### config.mk
export PLATFORM = sky130hd
export DESIGN_NAME = seg_scan_ctrl
export DESIGN_NICKNAME = d
export VERILOG_FILES = /design/src/rtl/seg_pkg.sv /design/src/rtl/bcd7seg.sv /design/src/rtl/seg_scan_ctrl.sv
export SDC_FILE = /design/constraint.sdc
export NUM_CORES = 1
export LEC_CHECK = 0
export BUFFER_PORTS_ARGS = -buffer_cell sky130_fd_sc_hd__buf_2
export CORE_UTILIZATION = 51
export DETAILED_ROUTE_END_ITERATION = 10
export GPL_ROUTABILITY_DRIVEN = 0
export PLACE_DENSITY = 0.72
export REMOVE_ABC_BUFFERS = 1
export SYNTH_ARGS = -nofsm -noshare
export SYNTH_HDL_FRONTEND = slang
export SYNTH_SLANG_ARGS = --single-unit
### constraint.sdc
create_clock -name clk -period 2.8 [get_ports clk]
set_input_delay 0.56 -clock clk [delete_from_list [all_inputs] [get_ports clk]]
set_output_delay 0.56 -clock clk [all_outputs]
set_load 0.05 [all_outputs]
### src/rtl/seg_pkg.sv
// rtl/seg_pkg.sv - shared constants for the multiplexed 7-segment scan controller
// Segment bit order is a(6) b(5) c(4) d(3) e(2) f(1) g(0), active high.
package seg_pkg;

  localparam int N_DIG = 4;

  localparam logic [6:0] SEG_0     = 7'b1111110;
  localparam logic [6:0] SEG_1     = 7'b0110000;
  localparam logic [6:0] SEG_2     = 7'b1101101;
  localparam logic [6:0] SEG_3     = 7'b1111001;
  localparam logic [6:0] SEG_4     = 7'b0110011;
  localparam logic [6:0] SEG_5     = 7'b1011011;
  localparam logic [6:0] SEG_6     = 7'b1011111;
  localparam logic [6:0] SEG_7     = 7'b1110000;
  localparam logic [6:0] SEG_8     = 7'b1111111;
  localparam logic [6:0] SEG_9     = 7'b1111011;
  localparam logic [6:0] SEG_BLANK = 7'b0000000;

  localparam logic [3:0] AN_OFF = 4'b1111;

  // Active-low one-hot anode pattern for a digit index.
  function automatic logic [3:0] an_onehot_low(input logic [1:0] idx);
    return ~(4'b0001 << idx);
  endfunction

endpackage

### src/rtl/bcd7seg.sv
// rtl/bcd7seg.sv - BCD nibble to 7-segment pattern decoder
// Ports:
//   cin [3:0]  BCD digit; values 10..15 decode to all segments off
//   seg [6:0]  active-high segments a..g
module bcd7seg
  import seg_pkg::*;
(
  input  logic [3:0] cin,
  output logic [6:0] seg
);

  always_comb begin
    seg = SEG_BLANK;
    case (cin)
      4'd0:    seg = SEG_0;
      4'd1:    seg = SEG_1;
      4'd2:    seg = SEG_2;
      4'd3:    seg = SEG_3;
      4'd4:    seg = SEG_4;
      4'd5:    seg = SEG_5;
      4'd6:    seg = SEG_6;
      4'd7:    seg = SEG_7;
      4'd8:    seg = SEG_8;
      4'd9:    seg = SEG_9;
      default: seg = SEG_BLANK;
    endcase
  end

endmodule

### src/rtl/seg_scan_ctrl.sv
// rtl/seg_scan_ctrl.sv - 4-digit multiplexed 7-segment scan controller with frame-synchronous update
// Ports:
//   clk        clock, rising edge
//   rst        synchronous active-high reset
//   en         display enable; low blanks an/seg
//   lzb        leading-zero blanking enable
//   load       one-cycle strobe capturing din into the pending register
//   din [15:0] four BCD digits, [3:0] is digit0 (least significant)
//   ready      high when no update is pending
//   an [3:0]   active-low digit enables, an[i] selects digit i
//   seg [6:0]  active-high segments a..g
module seg_scan_ctrl
  import seg_pkg::*;
#(
  parameter int DIV   = 50000,
  parameter int N_DIG = seg_pkg::N_DIG
) (
  input  logic        clk,
  input  logic        rst,
  input  logic        en,
  input  logic        lzb,
  input  logic        load,
  input  logic [15:0] din,
  output logic        ready,
  output logic [3:0]  an,
  output logic [6:0]  seg
);

  localparam logic [15:0] CNT_MAX = 16'(DIV - 1);

  logic [15:0]      cnt;
  logic [1:0]       idx;
  logic             tick;
  logic             frame_end;
  logic [15:0]      pending;
  logic [15:0]      display;
  logic [N_DIG-1:0] blank;
  logic             zero_run;
  logic [3:0]       cur_digit;
  logic [6:0]       dec_seg;
  logic [3:0]       an_nxt;
  logic [6:0]       seg_nxt;

  assign tick      = (cnt == CNT_MAX);
  assign frame_end = tick && (idx == 2'd3);

  always_ff @(posedge clk) begin
    if (rst) begin
      cnt <= '0;
    end else if (tick) begin
      cnt <= '0;
    end else begin
      cnt <= cnt + 16'd1;
    end
  end

  always_ff @(posedge clk) begin
    if (rst) begin
      idx <= '0;
    end else if (tick) begin
      idx <= idx + 2'd1;
    end
  end

  // Display only changes at frame boundaries so a digit never tears mid-scan.
  // A load landing on frame_end still lets the old pending value through,
  // while the new one waits for the next frame with ready held low.
  always_ff @(posedge clk) begin
    if (rst) begin
      pending <= '0;
      display <= '0;
      ready   <= 1'b1;
    end else begin
      if (frame_end) begin
        display <= pending;
      end
      if (load) begin
        pending <= din;
        ready   <= 1'b0;
      end else if (frame_end) begin
        ready <= 1'b1;
      end
    end
  end

  // Walk from the most significant digit down; a digit is blanked only while
  // every digit above it (and itself) is zero. Digit 0 always shows.
  always_comb begin
    blank    = '0;
    zero_run = lzb;
    for (int i = N_DIG - 1; i >= 1; i--) begin
      zero_run = zero_run && (display[4*i +: 4] == 4'd0);
      blank[i] = zero_run;
    end
  end

  assign cur_digit = display[{idx, 2'b00} +: 4];

  bcd7seg u_dec (
    .cin (cur_digit),
    .seg (dec_seg)
  );

  always_comb begin
    an_nxt  = AN_OFF;
    seg_nxt = SEG_BLANK;
    if (en && !blank[idx]) begin
      an_nxt  = an_onehot_low(idx);
      seg_nxt = dec_seg;
    end
  end

  always_ff @(posedge clk) begin
    if (rst) begin
      an  <= AN_OFF;
      seg <= SEG_BLANK;
    end else begin
      an  <= an_nxt;
      seg <= seg_nxt;
    end
  end

endmodule

Yosys cells after proc, flatten, opt, wreduce, memory -nomap -nowiden
Memory sizes are Yosys's and may differ from the RTL's. A register that Yosys moved wholly into a read port is not among the register bits.
Index checks and enable logic that the tools add are counted.
- register bits: 55
- memory bits (read-only): 112
- input port bits: 21
- output and inout port bits: 12
- word-level logic and storage cells: 32
- memories kept: 1
- memories (name ; words ; bits a word ; rd ports ; clocked after Yosys merged registers in ; wr ports ; RTL line ; source):
    (no name shown) ; 16 ; 7 ; 1 ; 1 ; 0 ; bcd7seg.sv:14 ; case (cin)
- $add $sub $neg: 2
- magnitude comparators: 1
- equality and inequality tests: 2
- shift operators: 2
- multiplexer cells: 4
- bitwise gates (word level): 2
- reduce and logical (&&, ||, !) cells: 12
- operator list (operator ; number):
    $add A16 B1 Y16 const B ; 1
    $eq A16 B16 Y1 const B ; 1
    $shiftx A16 B5 Y4 ; 1
    $logic_not A4 Y1 ; 3
    $logic_and A1 B1 Y1 ; 5
    $not A4 Y4 ; 1
    $reduce_or A2 Y1 ; 2
    $shl A1 B2 Y4 const A ; 1
    $lt A2 B3 Y1 const B ; 1
    $mux W1 ; 3
    $add A2 B1 Y2 const B ; 1
    $bmux W1 S2 ; 1
    $eq A2 B2 Y1 const B ; 1
    $reduce_bool A2 Y1 ; 1
    $logic_not A1 Y1 ; 1
    $not A1 Y1 ; 1

Logic depth before layout (Yosys ltp)
Gate-level depths: netlist (run 1).
- word-level depth: 10
- depth in mapped cells: 8
- mapped depth without buffers: 7

Modules after synthesis
A second synthesis (run 1) with hierarchy kept.
- cells, all modules: 268
- area total of the unflattened synthesis: 2658.8 um^2
- by module, submodules not included (module ; times used ; cells each ; area an instance (um^2) ; sequential area each (um^2)):
    seg_scan_ctrl ; 1 ; 240 ; 2438.6 ; 1241.2
    bcd7seg ; 1 ; 28 ; 220.2 ; 0.0

Least setup slack after synthesis (run 1)
OpenSTA, ideal clock, no wires.
- path type: register to register
- start point: register idx[0]
- end point: register seg[1]
- setup time: 0.058 ns
- arrival time: 1.881 ns
- required time: 2.742 ns
- path slack: 0.860 ns
- stages on the path, launching flop included: 9
- path buffers: 1
- clock period less this slack: 1.940 ns
- cells stage by stage: dfxtp_1 > buf_6 > mux4_2 > inv_1 > ha_1 > inv_1 > or2_2 > a21oi_1 > o21a_1
- longest elaborated chain between the ends: 6
- elaborated cells on any way between the ends: 7
- those cells by class: 1 x shift; 2 x mux; 1 x bitwise; 3 x reduce/logical
- ends and longest elaborated chain (item ; RTL line ; source):
    from (decl) ; seg_scan_ctrl.sv:32 ; logic [1:0] idx;
    from (signal assigned) ; seg_scan_ctrl.sv:61 ; idx <= idx + 2'd1;
    $bmux W1 S2 ; seg_scan_ctrl.sv:107 ; if (en && !blank[idx]) begin
    $mux W1 (implied by the code) ; seg_scan_ctrl.sv:107 ;
    $logic_not A1 Y1 ; seg_scan_ctrl.sv:107 ;
    $logic_and A1 B1 Y1 ; seg_scan_ctrl.sv:107 ;
    $not A1 Y1 (no line) ; n/a ;
    $reduce_or A2 Y1 (no line) ; n/a ;
    to (decl) ; seg_scan_ctrl.sv:26 ; output logic [6:0] seg
Several ways; a longest one is shown, not always the timed one. The select of a mux whose other input is x is not followed.
A chain may end at the register's enable or synchronous reset.

Final worst setup path (run 1)
Ends and elaborated chain as after synthesis.

==> metrics.txt, run 1 <==
# TYPE chip_impl_metric gauge
chip_impl_metric{name="post_cts_resized",unit=""} 0
chip_impl_metric{name="design.die.area",unit="sq mm"} 0.00547
chip_impl_metric{name="postCtsSetupRepairBufs",unit=""} 0
chip_impl_metric{name="htree_levels",unit=""} 3
chip_impl_metric{name="worst_slew_margin_rel",unit="%"} 49.1
chip_impl_metric{name="ys_seq_elements",unit=""} 62
chip_impl_metric{name="via_count",unit=""} 2008
chip_impl_metric{name="cellLeakagePower",unit="nW"} 1.24
chip_impl_info{name="worstPathCellList",value="mux4_2 > inv_1 > ha_1 > inv_1 > or2_2 > a21oi_1 > o21a_1"} 1
chip_impl_info{name="clk_root_buffer_cell",value="clkbuf_8"} 1
chip_impl_metric{name="layout-drive-gt1-share",unit="%"} 18.0
chip_impl_metric{name="netlist_instances",unit=""} 283
chip_impl_metric{name="cts_buffers",unit=""} 9
chip_impl_metric{name="yosysWarnings",unit=""} 0
chip_impl_metric{name="critical_path_peak_fanout",unit=""} 10
chip_impl_metric{name="die_width",unit="microns"} 74.0
chip_impl_metric{name="crit_required",unit="ns"} 3.08
chip_impl_metric{name="std_cell_rows",unit=""} 25
chip_impl_metric{name="postCtsHoldBufs",unit=""} 0
chip_impl_metric{name="place.detailed.hpwl",unit="microns"} 3150
chip_impl_metric{name="clk_pin_slew_worst_paths",unit="ns"} 0.07
chip_impl_metric{name="post-route-util",unit="%"} 63.7
chip_impl_metric{name="initialDrtViolationCount",unit=""} 175
chip_impl_metric{name="ctsLongestPathBuffers",unit=""} 2
chip_impl_metric{name="synth_cell_types",unit=""} 36
chip_impl_metric{name="avgSynthCellArea",unit="sq um"} 9.33
chip_impl_info{name="startpoint_type",value="flip-flop"} 1
chip_impl_metric{name="seq_total_area_yosys",unit="%"} 47.0
chip_impl_info{name="timing.critical_path.to_type",value="flip-flop"} 1
chip_impl_metric{name="mappedNetlistArea",unit="sq mm"} 0.00264
chip_impl_metric{name="clock_insertion_delay_worst_skew",unit="ns"} 0.34
chip_impl_metric{name="avgViaCountPerCell",unit=""} 5.24
chip_impl_info{name="synth-main-ff-cell",value="dfxtp_1"} 1
chip_impl_metric{name="dp_cells",unit=""} 367
chip_impl_metric{name="grt_pass1_vias",unit=""} 1825
chip_impl_metric{name="drt-pass1-iter-count",unit=""} 4
chip_impl_metric{name="number_of_primary_i_o_pins",unit=""} 33
chip_impl_metric{name="post-route-min-period",unit="ns"} 2.25
chip_impl_metric{name="nNetsFinal",unit=""} 343
chip_impl_metric{name="detail-route-antenna-nets",unit=""} 0
chip_impl_metric{name="io_buffer_count",unit=""} 32
chip_impl_info{name="hp-class",value="primary input to flip-flop"} 1
chip_impl_metric{name="drv.max_cap_violation_count",unit=""} 0
chip_impl_info{name="run_status",value="complete, no violations"} 1
chip_impl_info{name="setup.worst_path.class",value="flip-flop to flip-flop"} 1
chip_impl_info{name="cpLargestDelayFamily",value="multiplexers"} 1
chip_impl_metric{name="synth_async_sr_flop_share",unit="%"} 0
chip_impl_info{name="rsz0062_at_grt",value="no"} 1
chip_impl_metric{name="core",unit="sq mm"} 0.00485
chip_impl_metric{name="skew",unit="ns"} 0.00593
chip_impl_metric{name="final_worst_path_cycle_share",unit="%"} 80.4
chip_impl_metric{name="fillCellCount",unit=""} 422
chip_impl_metric{name="final-hold-violation-count",unit=""} 0
chip_impl_info{name="layout_commonest_cell",value="dfxtp_1"} 1
chip_impl_metric{name="diodes",unit=""} 0
chip_impl_metric{name="crit_buf_inv",unit=""} 2
chip_impl_metric{name="report.final.slew_viol_count",unit=""} 0
chip_impl_metric{name="worst_path_largest_cell_delay",unit="ns"} 0.67
chip_impl_metric{name="initial_utilization",unit="%"} 54.5
chip_impl_metric{name="finalSetupViolations",unit=""} 0
chip_impl_metric{name="finish.cell_count_without_fillers",unit=""} 383
chip_impl_info{name="tritoncts_clock_tree",value="yes"} 1
chip_impl_metric{name="syn2layout_area_growth",unit="%"} 17.0
chip_impl_metric{name="worst-slew-pin-transition",unit="ns"} 0.763
chip_impl_metric{name="grt_antenna_before_repair",unit=""} 0
chip_impl_metric{name="groute.usage.overall",unit="%"} 20.4
chip_impl_metric{name="irDropWorstVdd",unit="mV"} 0.480
chip_impl_metric{name="fmax",unit="MHz"} 444
chip_impl_metric{name="post-layout-total-power",unit="mW"} 2.04
chip_impl_metric{name="gr-total-overflow",unit=""} 0
chip_impl_metric{name="global_route_wire_length_before_repair",unit="microns"} 8290
chip_impl_info{name="critPathSlowestCell",value="mux4_2"} 1
chip_impl_metric{name="clock_sink_count",unit=""} 62
chip_impl_metric{name="post-route-drc-count",unit=""} 0
chip_impl_metric{name="setup_tns",unit="ns"} 0
chip_impl_info{name="final_cell_mix",value="62 x dfxtp_1, 33 x nor2_1, 32 x buf_2"} 1
chip_impl_metric{name="routed_wire_length_per_instance",unit="microns"} 12.7
chip_impl_info{name="cpMostUsedCell",value="inv_1"} 1
chip_impl_metric{name="power.density",unit="mW/mm^2"} 661
chip_impl_metric{name="routed_wirelength",unit="microns"} 4850
chip_impl_metric{name="pin_count_of_the_biggest_net_entering_global_routing",unit=""} 35
chip_impl_metric{name="worstPathArrival",unit="ns"} 2.53
chip_impl_metric{name="dieHeight",unit="microns"} 74.0
chip_impl_metric{name="synth_enable_flop_cells",unit=""} 0
synthesized netlist by cell type (4+ instances only):
| cell | instances | area [sq um] |
|---|---|---|
| nand4_1 | 4 | 25.0 |
| dfxtp_1 | 62 | 1240 |
| mux2i_1 | 16 | 160 |
| and4_1 | 4 | 35.0 |
| o21ai_0 | 18 | 90.1 |
| clkbuf_1 | 14 | 52.6 |
| nor2_1 | 33 | 124 |
| ha_1 | 11 | 138 |
| inv_1 | 10 | 37.5 |
| xnor2_1 | 4 | 35.0 |
| o22ai_1 | 4 | 25.0 |
| nand2_1 | 13 | 48.8 |
| a21oi_1 | 23 | 115 |
| mux4_2 | 4 | 90.1 |
| and2_1 | 4 | 25.0 |
| xor2_1 | 10 | 87.6 |
| nand3_1 | 22 | 110 |
sequential cells by signal (all words and copies together) (netlist names):
signal / cells
ready: 1
an: 4
idx: 2
seg: 7
cnt: 16
pending: 16
display: 16
per-layer routing:
metal  vias up  share of wire, %  global-route usage [%]
met5         -                 0                       0
met4         0               2.0                    8.97
met3        10               4.1                    8.40
met2        38                46                    31.3
met1       926                47                    25.3
li1       1034                 -                       -
stage by stage:
stage	area, sq um	setup slack [ns]	hold WS, ns
after detailed placement	2830	0.566	0.449
after global routing	3090	0.373	0.442
after floorplan	2550	0.759	0.426
final	3090	0.549	0.453
after CTS	3090	0.535	0.442
after global placement	2830	0.670	0.442
final cells by class:
class	instances	area (sq um)	share of cell area, %
clock buffer	10	128	4.13
clock inverter	6	134	4.33
inverter	10	37.5	1.22
multi-input combinational	192	1270	41.3
sequential	62	1240	40.2
tap	67	83.8	2.71
timing repair buffer	36	190	6.16
cell families after synthesis:
kind of cell,Yosys count,synth area share [%]
mux,21,10.0
flops,62,47.0
buf+inv,29,4.69
xor+xnor,14,4.64
simple gates,95,17.9
fa+ha+maj,11,5.21
compound gates,51,10.5
final timing paths:
| kind | depth (start not counted) | start | slack, ns | end |
|---|---|---|---|---|
| max reg2reg | 7 | idx[0] | 0.55 | seg[1] |
| min | 3 | din[6] | 0.45 | pending[6] |
| max | 7 | idx[0] | 0.55 | seg[1] |
| min reg2reg | 1 | cnt[0] | 0.46 | cnt[0] |
power breakdown:
part           leakage (nW)  switching [mW]  internal, mW
Clock                 0.130           0.347         0.682
Sequential            0.506          0.0114         0.906
Combinational         0.603          0.0597        0.0366
Total                  1.24           0.418          1.62
worst min-delay path, cell delays in order:
cell	delay, ns
buf_2	0.08
mux2i_1	0.05
nor2_1	0.07
No activity file was read; power rests on OpenSTA's default activity.
==> inputs of run 2 (changes only) <==
clock period = 2.25 ns   (was 2.8 ns; I/O delays follow)
==> run 2 against run 1 <==
Worst hold slack worse by 0.11 ns. Total power grew 2.8%. Critical path type unchanged. Global-route usage decreased by 1.2 points. Sequential power up 24%. Die area unchanged. Clock-buffer cell count up 2. Maximum frequency rose by 8.0%. Via count shrank 0.20%. Register-to-register slack got worse by 0.38 ns. Design area decreased by 2.6%. Sequential share of layout area grew 1.1 points. Critical endpoint unchanged.
==> metrics.txt, run 2 (synthesis gave the netlist of run 1 again) <==
# TYPE chip_impl_metric gauge
chip_impl_info{name="run_status",value="complete, no violations"} 1
chip_impl_metric{name="post-route-drc-count",unit=""} 0
chip_impl_info{name="largest_registers",value="cnt (16), display (16), pending (16)"} 1
chip_impl_metric{name="critical_path_peak_fanout",unit=""} 8
chip_impl_metric{name="grt_pass1_vias",unit=""} 1764
chip_impl_metric{name="htree_levels",unit=""} 3
chip_impl_metric{name="post-route-min-period",unit="ns"} 2.08
chip_impl_info{name="tritoncts_clock_tree",value="yes"} 1
chip_impl_metric{name="routed_wirelength",unit="microns"} 4940
chip_impl_metric{name="via_count",unit=""} 2004
chip_impl_metric{name="gr-total-overflow",unit=""} 0
chip_impl_metric{name="drt-pass1-iter-count",unit=""} 4
chip_impl_metric{name="crit_required",unit="ns"} 2.54
chip_impl_metric{name="ctsLongestPathBuffers",unit=""} 2
chip_impl_info{name="worst_hold_startpoint",value="din[14]"} 1
chip_impl_metric{name="grt_antenna_before_repair",unit=""} 0
chip_impl_info{name="critical_path.reg2reg.startpoint",value="idx[0]"} 1
chip_impl_metric{name="wirelength_met1",unit="microns"} 2400
chip_impl_info{name="critical_path.startpoint",value="idx[0]"} 1
chip_impl_metric{name="clk_pin_slew_worst_paths",unit="ns"} 0.07
chip_impl_metric{name="initial_utilization",unit="%"} 54.5
chip_impl_info{name="routed.top_layer",value="met4"} 1
chip_impl_info{name="hp-class",value="primary input to flip-flop"} 1
chip_impl_info{name="rsz0062_at_grt",value="no"} 1
chip_impl_metric{name="avgViaCountPerCell",unit=""} 5.21
chip_impl_metric{name="drv.max_cap_violation_count",unit=""} 0
chip_impl_metric{name="final_worst_path_cycle_share",unit="%"} 92.6
chip_impl_metric{name="fmax",unit="MHz"} 480
chip_impl_metric{name="irDropWorstVdd",unit="mV"} 0.433
chip_impl_metric{name="initialDrtViolationCount",unit=""} 129
chip_impl_metric{name="worst-slew-pin-transition",unit="ns"} 0.486
chip_impl_metric{name="reg2regPathDepth",unit=""} 7
chip_impl_info{name="final_cell_mix",value="62 x dfxtp_1, 33 x nor2_1, 32 x buf_2"} 1
chip_impl_metric{name="clock_sink_count",unit=""} 62
chip_impl_metric{name="cts_buffers",unit=""} 9
chip_impl_metric{name="postCtsSetupRepairBufs",unit=""} 0
chip_impl_metric{name="post-layout-total-power",unit="mW"} 2.10
chip_impl_metric{name="setup_tns",unit="ns"} 0
chip_impl_metric{name="layout-drive-gt1-share",unit="%"} 18.2
chip_impl_metric{name="groute.usage.overall",unit="%"} 19.2
chip_impl_metric{name="power.density",unit="mW/mm^2"} 697
chip_impl_metric{name="finalSetupViolations",unit=""} 0
chip_impl_info{name="timing.critical_path.to_type",value="flip-flop"} 1
chip_impl_metric{name="number_of_primary_i_o_pins",unit=""} 33
chip_impl_info{name="clk_root_buffer_cell",value="clkbuf_8"} 1
chip_impl_info{name="startpoint_type",value="flip-flop"} 1
chip_impl_metric{name="report.final.slew_viol_count",unit=""} 0
chip_impl_metric{name="detailroute.wirelength.met3",unit="microns"} 178
chip_impl_metric{name="place.detailed.hpwl",unit="microns"} 3260
chip_impl_metric{name="min_delay_path_depth",unit=""} 3
chip_impl_metric{name="worstPathArrival",unit="ns"} 2.37
chip_impl_metric{name="worst_slew_margin_rel",unit="%"} 67.5
chip_impl_metric{name="final-hold-violation-count",unit=""} 0
chip_impl_metric{name="detail-route-antenna-nets",unit=""} 0
chip_impl_metric{name="skew",unit="ns"} 0.00663
chip_impl_metric{name="die_width",unit="microns"} 74.0
chip_impl_metric{name="design.die.area",unit="sq mm"} 0.00547
chip_impl_metric{name="std_cell_rows",unit=""} 25
chip_impl_metric{name="io_buffer_count",unit=""} 32
chip_impl_metric{name="nNetsFinal",unit=""} 345
chip_impl_info{name="setup.worst_path.class",value="flip-flop to flip-flop"} 1
chip_impl_metric{name="cellLeakagePower",unit="nW"} 1.21
chip_impl_metric{name="syn2layout_area_growth",unit="%"} 14.0
chip_impl_metric{name="core",unit="sq mm"} 0.00485
chip_impl_metric{name="wl_met2",unit="microns"} 2310
chip_impl_metric{name="diodes",unit=""} 0
chip_impl_metric{name="global_route_wire_length_before_repair",unit="microns"} 7880
chip_impl_metric{name="pin_count_of_the_biggest_net_entering_global_routing",unit=""} 35
chip_impl_metric{name="post_cts_resized",unit=""} 0
chip_impl_metric{name="routed_wire_length_per_instance",unit="microns"} 12.8
chip_impl_metric{name="clock_insertion_delay_worst_skew",unit="ns"} 0.34
chip_impl_metric{name="postCtsHoldBufs",unit=""} 0
chip_impl_info{name="layout_commonest_cell",value="dfxtp_1"} 1
chip_impl_metric{name="dieHeight",unit="microns"} 74.0
-- run 2: changes by cell type in the layout (fill, tap and decap cells not counted) --
| cell | previous run | this run |
|---|---|---|
| clkinv_2 | 1 | 3 |
| clkinvlp_4 | 0 | 1 |
| bufinv_16 | 4 | 0 |
| clkbuf_8 | 9 | 10 |
| clkbuf_1 | 1 | 2 |
| buf_4 | 4 | 6 |
| clkinv_4 | 1 | 0 |
-- run 2: routing by layer --
metal	track usage, %	vias to the layer above
met5	0	-
met3	5.42	7
met4	9.62	0
met2	30.2	39
li1	-	1039
met1	24.1	919
-- run 2: cell type report --
cell class,count,area [sq um]
tap,67,83.8
multi-input combinational,192,1270
fill,437,1840
sequential,62,1240
inverter,10,37.5
clock inverter,4,22.5
timing repair buffer,38,205
clock buffer,12,145
-- run 2: where the power goes --
part | switching [mW] | internal [mW] | leakage (nW)
clock network | 0.414 | 0.424 | 0.0861
logic | 0.0738 | 0.0443 | 0.615
registers | 0.0143 | 1.13 | 0.506
-- run 2: through the flow --
step                      worst slack (ns)  cell area [sq um]  std cells  utilization [%]  hold WS [ns]
after floorplan                      0.209               2550        264                -         0.426
after global placement               0.233               2840        369             58.6         0.440
after detailed placement             0.174               2840        369             58.6         0.447
after CTS                            0.154               3010        385             62.1         0.329
after global routing                0.0295               3010        385             62.1         0.336
final                                0.166               3010        385             62.1         0.343
-- run 2: worst max-delay path, cell delays in order (launching register included) --
cell and delay, ns:
dfxtp_1 0.50, mux4_2 0.65, inv_1 0.13, ha_1 0.15, inv_1 0.04, or2_2 0.28, a21oi_1 0.16, o21a_1 0.12
-- run 2: worst paths after layout --
| check | slack [ns] | to |
|---|---|---|
| worst max-delay path | 0.17 | seg[1] |
| worst min-delay path | 0.34 | pending[14] |
| worst max register to register | 0.17 | seg[1] |
| worst min register to register | 0.46 | cnt[0] |
==> inputs of run 3 (changes only) <==
MAX_ROUTING_LAYER = met4   (was unset)
==> run 3 against run 2 <==
Setup slack about the same. Clock skew about the same. Clock-buffer cell count unchanged. Via count decreased by 0.25%. Non-clock buffer count unchanged. Critical endpoint unchanged. Highest routed layer unchanged.
==> metrics.txt, run 3 (synthesis gave the netlist of run 1 again) <==
# TYPE chip_impl_metric gauge
chip_impl_metric{name="setup_slack_of_the_critical_path_after_layout",unit="ns"} 0.165
chip_impl_metric{name="dieHeight",unit="microns"} 74.0
chip_impl_info{name="final_cell_mix",value="62 x dfxtp_1, 33 x nor2_1, 32 x buf_2"} 1
chip_impl_metric{name="layout-drive-gt1-share",unit="%"} 18.2
chip_impl_metric{name="drt-pass1-iter-count",unit=""} 4
chip_impl_metric{name="worst-slew-pin-transition",unit="ns"} 0.487
chip_impl_metric{name="post-layout-total-power",unit="mW"} 2.10
chip_impl_info{name="hp-class",value="primary input to flip-flop"} 1
chip_impl_metric{name="finalSetupViolations",unit=""} 0
chip_impl_info{name="setup.worst_path.class",value="flip-flop to flip-flop"} 1
chip_impl_metric{name="crit_required",unit="ns"} 2.54
chip_impl_metric{name="avgViaCountPerCell",unit=""} 5.19
chip_impl_metric{name="htree_levels",unit=""} 3
chip_impl_metric{name="switching_power",unit="mW"} 0.507
chip_impl_metric{name="setup_tns",unit="ns"} 0
chip_impl_info{name="largest_registers",value="cnt (16), display (16), pending (16)"} 1
chip_impl_metric{name="std_cell_rows",unit=""} 25
chip_impl_metric{name="power.internal",unit="mW"} 1.60
chip_impl_metric{name="post-route-min-period",unit="ns"} 2.08
chip_impl_metric{name="clk_pin_slew_worst_paths",unit="ns"} 0.07
chip_impl_metric{name="global_route_wire_length_before_repair",unit="microns"} 7890
chip_impl_metric{name="final_worst_path_cycle_share",unit="%"} 92.6
chip_impl_metric{name="irDropWorstVdd",unit="mV"} 0.431
chip_impl_metric{name="die_width",unit="microns"} 74.0
chip_impl_metric{name="via_count",unit=""} 1999
chip_impl_metric{name="swShare",unit="%"} 24.1
chip_impl_metric{name="detail-route-antenna-nets",unit=""} 0
chip_impl_metric{name="groute.usage.overall",unit="%"} 19.8
chip_impl_metric{name="final-hold-violation-count",unit=""} 0
chip_impl_info{name="startpoint_type",value="flip-flop"} 1
chip_impl_metric{name="post-route-drc-count",unit=""} 0
chip_impl_metric{name="nNetsFinal",unit=""} 345
chip_impl_metric{name="fmax",unit="MHz"} 480
chip_impl_metric{name="design.die.area",unit="sq mm"} 0.00547
chip_impl_metric{name="cts_buffers",unit=""} 9
chip_impl_metric{name="clock_sink_count",unit=""} 62
chip_impl_metric{name="drv.max_cap_violation_count",unit=""} 0
chip_impl_metric{name="core",unit="sq mm"} 0.00485
chip_impl_metric{name="postCtsSetupRepairBufs",unit=""} 0
chip_impl_metric{name="worst_slew_margin_rel",unit="%"} 67.5
chip_impl_metric{name="ctsLongestPathBuffers",unit=""} 2
chip_impl_metric{name="comb_power_share",unit="%"} 5.6
chip_impl_metric{name="hold-worst-slack",unit="ns"} 0.336
chip_impl_info{name="rsz0062_at_grt",value="no"} 1
chip_impl_metric{name="grt_antenna_before_repair",unit=""} 0
chip_impl_info{name="clk_root_buffer_cell",value="clkbuf_8"} 1
chip_impl_metric{name="routed_wire_length_per_instance",unit="microns"} 12.9
chip_impl_metric{name="postCtsHoldBufs",unit=""} 0
chip_impl_info{name="layout_commonest_cell",value="dfxtp_1"} 1
chip_impl_metric{name="critical_path_peak_fanout",unit=""} 8
chip_impl_metric{name="placed_cell_area",unit="sq mm"} 0.00284
chip_impl_metric{name="grt_pass1_vias",unit=""} 1763
chip_impl_metric{name="final_cell_area",unit="sq mm"} 0.00301
chip_impl_metric{name="place_worst_setup_slack",unit="ns"} 0.174
chip_impl_metric{name="pin_count_of_the_biggest_net_entering_global_routing",unit=""} 35
chip_impl_metric{name="finish.cell_count_without_fillers",unit=""} 385
chip_impl_metric{name="number_of_primary_i_o_pins",unit=""} 33
chip_impl_info{name="tritoncts_clock_tree",value="yes"} 1
chip_impl_metric{name="worstPathArrival",unit="ns"} 2.38
chip_impl_metric{name="power.density",unit="mW/mm^2"} 698
chip_impl_metric{name="clock_insertion_delay_worst_skew",unit="ns"} 0.34
chip_impl_metric{name="initial_utilization",unit="%"} 54.5
chip_impl_metric{name="routed_wirelength",unit="microns"} 4960
chip_impl_metric{name="power_frac_clock",unit="%"} 40.1
chip_impl_metric{name="place.detailed.hpwl",unit="microns"} 3260
chip_impl_metric{name="io_buffer_count",unit=""} 32
chip_impl_metric{name="initialDrtViolationCount",unit=""} 151
chip_impl_info{name="run_status",value="complete, no violations"} 1
chip_impl_metric{name="post-route-util",unit="%"} 62.1
chip_impl_info{name="timing.critical_path.to_type",value="flip-flop"} 1
chip_impl_metric{name="diodes",unit=""} 0
chip_impl_metric{name="gr-total-overflow",unit=""} 0
chip_impl_metric{name="syn2layout_area_growth",unit="%"} 14.0
chip_impl_metric{name="cellLeakagePower",unit="nW"} 1.21
chip_impl_metric{name="report.final.slew_viol_count",unit=""} 0
chip_impl_metric{name="post_cts_resized",unit=""} 0
chip_impl_metric{name="skew",unit="ns"} 0.00637
chip_impl_metric{name="dp_cells",unit=""} 369
chip_impl_metric{name="power.sequential.fraction",unit="%"} 54.3
## run 3: cell counts in the layout (fill, tap and decap cells not counted)
Identical to the previous run, type by type.
## run 3: final cells by class
class                   instances  area [sq um]
clock buffers                  12           145
clock inverters                 4          22.5
fillers                       437          1840
inverters                      10          37.5
multi-input cells             192          1270
flip-flops and latches         62          1240
well taps                      67          83.8
repair buffers                 38           205
## run 3: worst paths after layout
kind	cells past startpoint	end	slack, ns	from
hold reg to reg	1	cnt[0]	0.46	cnt[0]
setup / recovery	7	seg[1]	0.17	idx[0]
hold / removal	3	pending[14]	0.34	din[14]
setup reg to reg	7	seg[1]	0.17	idx[0]
## run 3: worst max-delay path, stage by stage (launching register included)
cell,delay (ns)
dfxtp_1,0.50
mux4_2,0.65
inv_1,0.13
ha_1,0.15
inv_1,0.04
or2_2,0.28
a21oi_1,0.16
o21a_1,0.12
## run 3: power by group through the flow
stage	sequential [mW]	clock [mW]	combinational (mW)
floorplan	1.19	0	0.0411
CTS	1.14	0.865	0.119
detailed placement	1.17	0	0.119
finish	1.14	0.843	0.118
global route	1.14	0.898	0.129
global placement	1.17	0	0.117
## run 3: layer usage
metal | up-vias | global-route usage [%] | routed length (microns)
li1 | 1037 | - | -
met5 | - | - | 0
met1 | 909 | 24.1 | 2380
met2 | 47 | 30.2 | 2290
met3 | 6 | 5.42 | 239
met4 | 0 | 9.62 | 46
